==> src/rtl/lsu_pkg.sv <==
// Shared definitions for the load/store unit: RV32I width codes, FSM states
// and the lane helpers used when driving the data memory port.
package lsu_pkg;

  localparam logic [2:0] F3_B  = 3'b000;
  localparam logic [2:0] F3_H  = 3'b001;
  localparam logic [2:0] F3_W  = 3'b010;
  localparam logic [2:0] F3_BU = 3'b100;
  localparam logic [2:0] F3_HU = 3'b101;

  typedef enum logic [2:0] {
    S_IDLE,
    S_STORE,
    S_LOAD,
    S_RDATA,
    S_SLEEP,
    S_WAKE
  } lsu_state_e;

  // funct3[1:0] encodes the access width for loads and stores alike
  function automatic logic [3:0] byte_mask(input logic [2:0] f3, input logic [1:0] a);
    case (f3[1:0])
      2'b00:   return 4'b0001 << a;
      2'b01:   return a[1] ? 4'b1100 : 4'b0011;
      default: return 4'b1111;
    endcase
  endfunction

  function automatic logic [31:0] replicate(input logic [2:0] f3, input logic [31:0] d);
    case (f3[1:0])
      2'b00:   return {4{d[7:0]}};
      2'b01:   return {2{d[15:0]}};
      default: return d;
    endcase
  endfunction

endpackage

==> src/rtl/load_store_unit_align.sv <==
// Combinational lane logic: request legality, byte enables, write replication
// and extraction of load data from the returned memory word.
module lsu_align
  import lsu_pkg::*;
(
  input  logic        req_write_i,
  input  logic [2:0]  req_funct3_i,
  input  logic [1:0]  req_addr_lo_i,
  input  logic [31:0] req_wdata_i,
  input  logic [2:0]  rd_funct3_i,
  input  logic [1:0]  rd_addr_lo_i,
  input  logic [31:0] mem_rdata_i,
  output logic        legal_o,
  output logic [3:0]  mask_o,
  output logic [31:0] wdata_o,
  output logic [31:0] rdata_o
);

  logic [31:0] shifted;

  assign mask_o  = byte_mask(req_funct3_i, req_addr_lo_i);
  assign wdata_o = replicate(req_funct3_i, req_wdata_i);

  always_comb begin
    legal_o = 1'b0;
    case (req_funct3_i)
      F3_B:    legal_o = 1'b1;
      F3_H:    legal_o = ~req_addr_lo_i[0];
      F3_W:    legal_o = (req_addr_lo_i == 2'b00);
      F3_BU:   legal_o = ~req_write_i;
      F3_HU:   legal_o = ~req_write_i & ~req_addr_lo_i[0];
      default: legal_o = 1'b0;
    endcase
  end

  // Halfwords are always 2-byte aligned here, so a byte-granular shift covers both widths
  always_comb begin
    shifted = mem_rdata_i >> {rd_addr_lo_i, 3'b000};
    case (rd_funct3_i)
      F3_B:    rdata_o = {{24{shifted[7]}}, shifted[7:0]};
      F3_BU:   rdata_o = {24'h0, shifted[7:0]};
      F3_H:    rdata_o = {{16{shifted[15]}}, shifted[15:0]};
      F3_HU:   rdata_o = {16'h0, shifted[15:0]};
      default: rdata_o = mem_rdata_i;
    endcase
  end

endmodule

==> src/rtl/load_store_unit.sv <==
// Data-memory initiator: accepts one load/store from execute, drives the SPRAM
// port, stalls across read latency and stand-by wake-up, returns extended data.
module load_store_unit
  import lsu_pkg::*;
#(
  parameter int unsigned WAKE_CYCLES = 1
) (
  input  logic        clk,
  input  logic        rst,
  input  logic        req_valid,
  input  logic        req_write,
  input  logic [2:0]  req_funct3,
  input  logic [31:0] req_addr,
  input  logic [31:0] req_wdata,
  input  logic        cpu_wfi,
  output logic        stall,
  output logic        rsp_valid,
  output logic [31:0] rsp_rdata,
  output logic        misaligned,
  output logic [31:0] mem_addr,
  output logic [31:0] mem_wdata,
  output logic [3:0]  mem_mask,
  output logic        mem_write,
  output logic        mem_read,
  output logic        mem_wfi,
  input  logic [31:0] mem_rdata
);

  lsu_state_e  state_q;
  logic [3:0]  cnt_q;
  logic [2:0]  rd_funct3_q;
  logic [31:0] mem_addr_q, mem_wdata_q;
  logic [3:0]  mem_mask_q;
  logic        mem_write_q, mem_read_q, mem_wfi_q;
  logic        rsp_valid_q, misaligned_q;

  logic        legal;
  logic [3:0]  mask;
  logic [31:0] wdata, rdata;

  lsu_align u_align (
    .req_write_i   (req_write),
    .req_funct3_i  (req_funct3),
    .req_addr_lo_i (req_addr[1:0]),
    .req_wdata_i   (req_wdata),
    .rd_funct3_i   (rd_funct3_q),
    .rd_addr_lo_i  (mem_addr_q[1:0]),
    .mem_rdata_i   (mem_rdata),
    .legal_o       (legal),
    .mask_o        (mask),
    .wdata_o       (wdata),
    .rdata_o       (rdata)
  );

  // A request still visible while its response is out is the one completing, not a new one
  always_ff @(posedge clk or posedge rst) begin
    if (rst) begin
      state_q      <= S_IDLE;
      cnt_q        <= 4'd0;
      rd_funct3_q  <= 3'd0;
      mem_addr_q   <= 32'd0;
      mem_wdata_q  <= 32'd0;
      mem_mask_q   <= 4'd0;
      mem_write_q  <= 1'b0;
      mem_read_q   <= 1'b0;
      mem_wfi_q    <= 1'b0;
      rsp_valid_q  <= 1'b0;
      misaligned_q <= 1'b0;
    end else begin
      mem_write_q  <= 1'b0;
      mem_read_q   <= 1'b0;
      rsp_valid_q  <= 1'b0;
      misaligned_q <= 1'b0;
      case (state_q)
        S_IDLE: begin
          if (req_valid && !rsp_valid_q) begin
            if (legal) begin
              mem_addr_q  <= req_addr;
              mem_mask_q  <= mask;
              mem_wdata_q <= wdata;
              rd_funct3_q <= req_funct3;
              if (req_write) begin
                mem_write_q <= 1'b1;
                rsp_valid_q <= 1'b1;
                state_q     <= S_STORE;
              end else begin
                mem_read_q <= 1'b1;
                state_q    <= S_LOAD;
              end
            end else begin
              rsp_valid_q  <= 1'b1;
              misaligned_q <= 1'b1;
            end
          end else if (cpu_wfi && !req_valid) begin
            mem_wfi_q <= 1'b1;
            state_q   <= S_SLEEP;
          end
        end
        S_STORE: state_q <= S_IDLE;
        S_LOAD: begin
          rsp_valid_q <= 1'b1;
          state_q     <= S_RDATA;
        end
        S_RDATA: state_q <= S_IDLE;
        S_SLEEP: begin
          if (req_valid || !cpu_wfi) begin
            mem_wfi_q <= 1'b0;
            cnt_q     <= 4'(WAKE_CYCLES);
            state_q   <= S_WAKE;
          end
        end
        S_WAKE: begin
          cnt_q <= cnt_q - 4'd1;
          if (cnt_q <= 4'd1) state_q <= S_IDLE;
        end
        default: state_q <= S_IDLE;
      endcase
    end
  end

  assign stall      = req_valid & ~rsp_valid_q;
  assign rsp_valid  = rsp_valid_q;
  assign misaligned = misaligned_q;
  assign rsp_rdata  = (state_q == S_RDATA) ? rdata : 32'd0;
  assign mem_addr   = mem_addr_q;
  assign mem_wdata  = mem_wdata_q;
  assign mem_mask   = mem_mask_q;
  assign mem_write  = mem_write_q;
  assign mem_read   = mem_read_q;
  assign mem_wfi    = mem_wfi_q;

endmodule

==> config.mk <==
export PLATFORM = sky130hd
export DESIGN_NAME = load_store_unit
export DESIGN_NICKNAME = d
export VERILOG_FILES = /design/src/rtl/lsu_pkg.sv /design/src/rtl/load_store_unit_align.sv /design/src/rtl/load_store_unit.sv
export SDC_FILE = /design/constraint.sdc
export NUM_CORES = 1
export LEC_CHECK = 0
export CAP_MARGIN = 30
export CORE_MARGIN = 2
export CORE_UTILIZATION = 42
export CTS_CLUSTER_DIAMETER = 120
export DETAILED_ROUTE_END_ITERATION = 8
export HOLD_SLACK_MARGIN = 0.02
export PLACE_DENSITY_LB_ADDON = 0.05
export SLEW_MARGIN = 20
export SYNTH_ARGS = -nofsm -noshare
export SYNTH_HDL_FRONTEND = slang
export SYNTH_SLANG_ARGS = --single-unit
==> constraint.sdc <==
create_clock -name clk -period 3.71 [get_ports clk]
set_input_delay 0.742 -clock clk [delete_from_list [all_inputs] [get_ports clk]]
set_output_delay 0.742 -clock clk [all_outputs]
set_load 0.05 [all_outputs]
# After elaboration in Yosys (flattened, before gate mapping)
# Index checks and enable logic that the tools add are counted.
# totals
ff_bits	83
in_bits	104
out_inout_bits	106
word_cells	88
# classes
add_sub_neg	1
order_cmp	1
n_eq_ne	18
shifts	2
n_mux	33
bitwise_logic	5
reduce_logical	17
# op_table
operator	n
one-hot mux 32 bit (4 select lines)	1
one-hot mux 32 bit (2 select lines)	1
two-way mux 32 bit	1
right shift 32 x 5 -> 16 bit	1
equality test 3 bit, second input constant	6
two-way mux 1 bit	16
one-hot mux 4 bit (2 select lines)	2
two-way mux 3 bit	5
one-hot mux 3 bit (4 select lines)	1
equality test 3 x 2 -> 1 bit, second input constant	3
logical NOT 3 bit	3
two-way mux 4 bit	2
inequality test 2 bit, second input constant	4
AND reduction 4 bit	2
equality test 3 x 1 -> 1 bit, second input constant	2
inequality test 3 bit, second input constant	2
one-hot mux 1 bit (5 select lines)	1
<= comparator 4 x 1 -> 1 bit, second input constant	1
logical NOT 2 bit	2
one-hot mux 1 bit (2 select lines)	2
nonzero test 2 bit	2
<< shifter 1 x 2 -> 4 bit, first input constant	1
subtractor 4 x 1 -> 4 bit, second input constant	1
logical NOT 1 bit	3
8 further kinds	12

# Depth between registers and ports, before layout
# Gate-level depths: netlist (run 1).
# depth
ltp_word	6
depth_mapped	8
depth_no_buf	6

# Cells and area by module
# A second synthesis (run 1) with hierarchy kept.
# unflattened
hier_cells	428
hier_area_um2	4983.5
# modules_own_cells
module	instances	cells_each	area_each_um2	seq_area_each_um2
load_store_unit	1	244	3814.9	2077.0
lsu_align	1	184	1168.6	0.0

# Worst setup path before layout (run 1)
# No wires, ideal clock.
# synth_path
kind	register -> output
from	register mem_addr_q[1] (netlist: mem_addr[1])
to	output port rsp_rdata[12]
arrival_time_ns	2.160
t_required_ns	2.968
path_slack_ns	0.808
path_stages_with_launch	6
path_buffers	1
cell_sequence	dfrtp_1 buf_2 mux2i_1 o2bb2ai_1 a22oi_1 a21oi_1
# synth_via
elab_chain_cells	3
# synth_lines
item	line	rtl
from (decl)	load_store_unit.sv:32	logic [31:0] mem_addr_q, mem_wdata_q;
from (signal assigned)	load_store_unit.sv:78	mem_addr_q <= req_addr;
right shift 32 x 5 -> 16 bit	load_store_unit_align.sv:38	shifted = mem_rdata_i >> {rd_addr_lo_i, 3'b000};
one-hot mux 32 bit (4 select lines)	load_store_unit_align.sv:39	case (rd_funct3_i)
two-way mux 32 bit	load_store_unit.sv:124	assign rsp_rdata = (state_q == S_RDATA) ? rdata : 32'd0;
to (decl)	load_store_unit.sv:18	output logic [31:0] rsp_rdata,
# Every way passes these cells.

# Worst setup path in the final report (run 1)
# layout_path
from	input port mem_rdata[31]
to	output port rsp_rdata[14]
# layout_via
elab_chain_cells	3
# layout_lines
item	line	rtl
from (decl)	load_store_unit.sv:26	input logic [31:0] mem_rdata
right shift 32 x 5 -> 16 bit	load_store_unit_align.sv:38	
one-hot mux 32 bit (4 select lines)	load_store_unit_align.sv:39	
two-way mux 32 bit	load_store_unit.sv:124	
# Every way passes these cells.

==> results of run 1 <==
==> worst register-to-register path, delay by kind of cell, from the launching register on <==
family,cells,cell delay [ns]
AOI/OAI and AO/OA,1,0.19
buffers and inverters,1,0.50
DFF,1,0.57
muxes,1,0.36
and+or+nand+nor,1,0.13
==> cell usage after synthesis (2+ instances only) <==
cell / instances
or2_2: 2
nor2b_1: 3
mux2i_1: 33
buf_6: 4
o21ai_1: 29
a22oi_1: 8
dfrtp_1: 83
a21oi_1: 31
o21a_1: 2
o2bb2ai_1: 8
mux2_1: 2
nor4_1: 3
nand2b_1: 5
mux2_4: 40
nor2_1: 25
buf_2: 12
o221a_2: 7
nor3_1: 5
o21ai_0: 3
ha_1: 2
nand3b_1: 2
inv_1: 7
a22o_1: 2
clkbuf_1: 13
nand2_1: 66
o211ai_1: 2
==> per-stage QoR <==
step           instance area (sq um)  std cells  power, mW
2_1_floorplan                   4446        417      4.006
3_3_place_gp                    6605        743      5.162
3_5_place_dp                    6605        743      5.206
4_1_cts                         6854        759      6.037
5_1_grt                         6854        759      6.307
6_report                        6854        759      5.992
==> where the power goes <==
| group | total, mW | internal, mW | switching [mW] |
|---|---|---|---|
| Clock | 0.804 | 0.467 | 0.338 |
| Sequential | 1.65 | 1.33 | 0.316 |
| Combinational | 3.54 | 1.38 | 2.16 |
| Total | 5.99 | 3.18 | 2.82 |
==> registers in the layout, indices dropped and copies added, names as in the netlist <==
register,flops
mem_addr,32
mem_wdata,32
mem_mask,4
rsp_valid,1
misaligned,1
cnt_q,4
mem_write,1
mem_wfi,1
state_q,3
mem_read,1
rd_funct3_q,3
==> cell usage in the layout, fill, tap and decap left out, drive strengths merged, types with 2 or more instances in the layout <==
master,count
nor2,25
nor3,5
clkdlybuf4s50,189
buf,31
o2bb2ai,8
o21ai,32
o21a,2
a22oi,8
a22o,2
clkinv,2
ha,2
nor2b,3
nand3b,2
dfrtp,83
o211ai,3
nand2b,5
clkbuf,10
nor4,4
mux2,43
or2,3
mux2i,33
nand2,66
inv,7
a21oi,31
bufinv,3
o221a,7
==> routing by layer <==
metal,routed length [um],vias to the layer above,share of wire,global-route usage
li1,-,1877,-,-
met1,5075,1832,0.40,0.2792
met2,6050,165,0.48,0.3667
met3,1220,15,0.097,0.07964
met4,197,0,0.016,0.07421
met5,0,-,0,0
==> final timing paths <==
check,start,to,cells past startpoint
max in group asynchronous,rst,rsp_valid,3
min in group asynchronous,rst,mem_wdata[19],3
min,mem_wdata[30],mem_wdata[30],2
max reg2reg,state_q[0],mem_addr[2],4
min reg2reg,mem_wdata[30],mem_wdata[30],2
max,mem_rdata[31],rsp_rdata[14],5
==> cell type report <==
| cell class | instances | area, sq um | share of cell area |
|---|---|---|---|
| repair buffers | 220 | 2150 | 0.3136 |
| well taps | 136 | 170.2 | 0.02483 |
| flip-flops and latches | 83 | 2077 | 0.3030 |
| clock buffers | 10 | 137.6 | 0.02008 |
| clock inverters | 6 | 111.4 | 0.01625 |
| multi-input cells | 297 | 2181 | 0.3182 |
| inverters | 7 | 27.53 | 0.004016 |
==> kinds of logic after synthesis <==
group / after synthesis
adder cells (fa/ha/maj): 2
AO/OA/AOI/OAI: 100
multiplexers: 77
flip-flops: 83
buffers and inverters: 37
AND/OR/NAND/NOR: 118
==> metrics, run 1 <==
final WL=12.54 mm; Setup Buffers After CTS=0; #FFs+latches synth=83; Layout area overhead=54.18%; TNS Setup=0 ns; Critical Path Slowest Stage Cell=clkdlybuf4s50_1; largest net degree at the start of global routing=84; share of layout cells above drive strength 1=0.1637; CP peak stage delay=~0.73 ns; clk_lat worst skew=0.37 ns; GRT overflow=0; LEAKAGE=3.160 nW; Max-Cap Viols=0; Avg Synthesized Cell Area=10.66 sq um; Worst slew margin=0.3709; CP arrival=2.86 ns; Compound-Gate Fraction of Synth Area=0.1452; Die Span Y=106.9 um; simple-gate share of the synthesized area=0.1176; Hold Fails Final Rpt=0; largest area contributor in the netlist=dfrtp_1; largest family of logic cells by synthesized area=multiplexers; clk sinks=83; Bufs on Longest Clock Path=2; CP Capture Type=output port; vias in the first global route=3871; # H-tree levels=3; Die Span X=106.9 um; vias=3889; multiplexer area fraction after synthesis=0.2221; Tcrit/Tclk final=0.9701; Root Driver=clkbuf_8; xor/xnor cell area share of the yosys netlist=0; diodes inserted=0; Setup violations, final=0; WL/cell=roughly 17 um; port buffer count=209; syn nets=523; Worst EP required=2.97 ns; total core area=10320 sq um; Initial Util=0.4306; hpwl dp=9.234 mm; PostCTS Resize Cnt=0; Ports=210; Yosys Warn Count=0; Cells after Synth=417; Post-synth EDFFs=0; Synth Area in Adders=0.005629; Layout Utilization=0.6639; number of vias per cell=about 5; Worst Hold Slack=0.4898 ns; CTS tree=done; WS Path Type=input port to output port; Critical Path Start Type=input port; Post-synth top flop=dfrtp_1; initial antenna violation count=0; clock skew=0.01743 ns; die area=approximately 11000 sq um; post-synth cell types=44; flop2flop setup slack=1.84 ns; CP bufs+invs=2; cts-stage hold buffer count=0; register area share after synthesis=0.4672; first-pass detailed-route iteration total=4; status=finished, final reports clean; Crit path top cell by count=clkdlybuf4s50_1; Rows=37; filler cell count in the final layout=850; GRT Total Usage=0.2250; Power Density=874.2 nW/um^2; Synth top area share=0.4672; HP Class=flop to flop; DRC errors left=0; CTS Buf Count=9; Reg clk slew, reported paths=0.08 ns; largest cells by area after synthesis=dfrtp_1, mux2_4, mux2i_1; Max Slew Vio Count=0; Worst Max-Slew Pin Slew=0.9402 ns; Final #Nets=724; minimum clock period=3.599 ns; crit-path cells=clkdlybuf4s50_1, mux4_2, nand2_1, a21oi_1, clkdlybuf4s50_1; Post-synth ARST share=1.000; final setup margin=0.1108 ns; maximum vdd drop=0.0005444 V; RSZ-0062 raised after global routing=false; crit-path max FO=8; Initial DRC Count=234; Largest delay share family, worst path=buffers and inverters; achievable frequency=around 280 MHz; global-route wire length before repair=~20 mm; cell area after synthesis=~4400 sq um; GP Congestion=approximately 0.86; Place WS=0.1788 ns; DRT antenna net count=0
(Power assumes the default switching activity.)
==> run 2, diff against run 1 <==
--- a/config.mk
+++ b/config.mk
@@ -7,7 +7,7 @@
 export LEC_CHECK = 0
 export CAP_MARGIN = 30
 export CORE_MARGIN = 2
-export CORE_UTILIZATION = 42
+export CORE_UTILIZATION = 45
 export CTS_CLUSTER_DIAMETER = 120
 export DETAILED_ROUTE_END_ITERATION = 8
 export HOLD_SLACK_MARGIN = 0.02
==> constraint.sdc (replaced) <==
create_clock -name clk -period 4.6 [get_ports clk]
set_input_delay 0.92 -clock clk [delete_from_list [all_inputs] [get_ports clk]]
set_output_delay 0.92 -clock clk [all_outputs]
set_load 0.05 [all_outputs]
==> metrics, run 2 (synthesis results as in run 1) <==
status=finished, final reports clean; CTS Buf Count=9; Die Span X=about 100 um; met3 usage=0.06989; cell depth of the worst flop-to-flop path=4; Crit. Startpoint=mem_rdata[31]; Initial Util=0.4590; GP Congestion=0.9029; Reg clk slew, reported paths=0.08 ns; HP Class=flop to flop; LEAKAGE=3.079 nW; flop2flop setup slack=~2.8 ns; Hold Path Origin=mem_wdata[25]; maximum vdd drop=0.0005625 V; port buffer count=209; largest net degree at the start of global routing=74; Final #Nets=722; most frequent cells in the layout=clkdlybuf4s50_1, dfrtp_1, nand2_1; Worst Max-Slew Pin Slew=0.8009 ns; vias=3923; Rows=36; Hold EP=mem_wdata[25]; achievable frequency=242.4 MHz; clock skew=0.008688 ns; P_int=2.420 mW; Reg power frac=0.293; share of layout cells above drive strength 1=0.1256; cts-stage hold buffer count=0; P_sw=2.241 mW; switching fraction of total power=0.4808; Clock power frac=0.107; global-route wire length before repair=18.60 mm; die area=between 10000 and 15000 sq um; Hold Fails Final Rpt=0; TNS Setup=0 ns; RSZ-0062 raised after global routing=false; vias in the first global route=3685; # H-tree levels=3; Root Driver=clkbuf_8; final WL=12.36 mm; commonest non-fill, non-tap cell in the layout=clkdlybuf4s50_1; PostCTS Resize Cnt=0; Max-Cap Viols=0; Worst EP required=3.68 ns; Power Density=684.5 nW/um^2; crit-path max FO=16; Layout area overhead=53.17%; Bufs on Longest Clock Path=2; DRC errors left=0; Critical Path Start Type=input port; Initial DRC Count=125; WL/cell=approximately 16 um; clk sinks=83; Layout Utilization=0.7031; Setup violations, final=0; clk_lat worst skew=0.35 ns; Hold Path Stages=2; number of vias per cell=approximately 5.2; Tcrit/Tclk final=0.8968; logic gate share of total power=0.600; hpwl dp=9.209 mm; met2 global-route usage=0.3658; CP Capture Type=output port; met1 usage=0.2879; Setup Buffers After CTS=0; global route hottest layer=met2; DRT antenna net count=0; end of the worst register-to-register path=mem_wdata[6]; Die Span Y=just over 100 um; diodes inserted=0; Ports=210; GRT overflow=0; Tot Pwr=~4.7 mW; GRT Total Usage=0.2271; Max Slew Vio Count=0; CP arrival=3.21 ns; first-pass detailed-route iteration total=4; initial antenna violation count=0; WS Path Type=input port to output port; minimum clock period=roughly 4.1 ns; Worst slew margin=0.4655; R2R Path Start=state_q[0]; total core area=9684 sq um; CTS tree=done
==> run 2: cell types whose count changed in the layout (fill, tap and decap cells not counted) <==
cell / change
clkbuf_8: -1
inv_6: -1
clkbuf_1: +2
clkdlybuf4s50_1: +20
clkinvlp_4: -1
clkinv_2: +2
buf_12: -1
buf_4: -21
bufinv_16: -2
clkinv_4: +1
==> run 2: worst max-delay path by stage <==
stage / end / slack [ns]
2_1_floorplan: rsp_rdata[21] / 1.48
5_1_grt: rsp_rdata[26] / 0.39
3_5_place_dp: rsp_rdata[29] / 0.47
4_1_cts: rsp_rdata[29] / 0.46
6_report: rsp_rdata[29] / 0.47
3_3_place_gp: rsp_rdata[17] / 0.56
==> run 2: power groups by stage <==
stage / logic (mW) / registers, mW / clock network, mW
finish: 2.79 / 1.37 / 0.500
detailed placement: 2.81 / 1.37 / 0
floorplan: 0.870 / 2.36 / 0
global route: 2.94 / 1.42 / 0.547
CTS: 2.81 / 1.37 / 0.517
global placement: 2.78 / 1.36 / 0
==> run 2: critical path, stage by stage <==
cell,delay [ns]
clkdlybuf4s50_1,0.47
mux4_2,0.53
nand2b_1,0.17
o211ai_2,0.25
nand2_1,0.12
clkdlybuf4s50_1,0.74
==> run 2: final cells by class <==
type | instances | area, sq um
multi-input cells | 297 | 2181
inverters | 7 | 27.53
clock inverters | 5 | 53.80
flip-flops and latches | 83 | 2077
fillers | 743 | 2875
well taps | 133 | 166.4
repair buffers | 218 | 2172
clock buffers | 11 | 131.4
==> run 2: stage by stage <==
step | hold WS [ns] | cells | area [sq um] | setup WS, ns
finish | 0.4863 | 754 | 6809 | 0.4748
global route | 0.5097 | 754 | 6809 | 0.3897
detailed placement | 0.4743 | 737 | 6616 | 0.4654
global placement | 0.4679 | 737 | 6616 | 0.5562
CTS | 0.4920 | 753 | 6802 | 0.4625
floorplan | 0.4632 | 417 | 4446 | 1.484
==> run 2: routing by layer <==
layer | up-vias | routed length, um
met3 | 17 | 1119
li1 | 1883 | -
met5 | - | 0
met2 | 149 | 5957
met4 | 0 | 207
met1 | 1874 | 5073
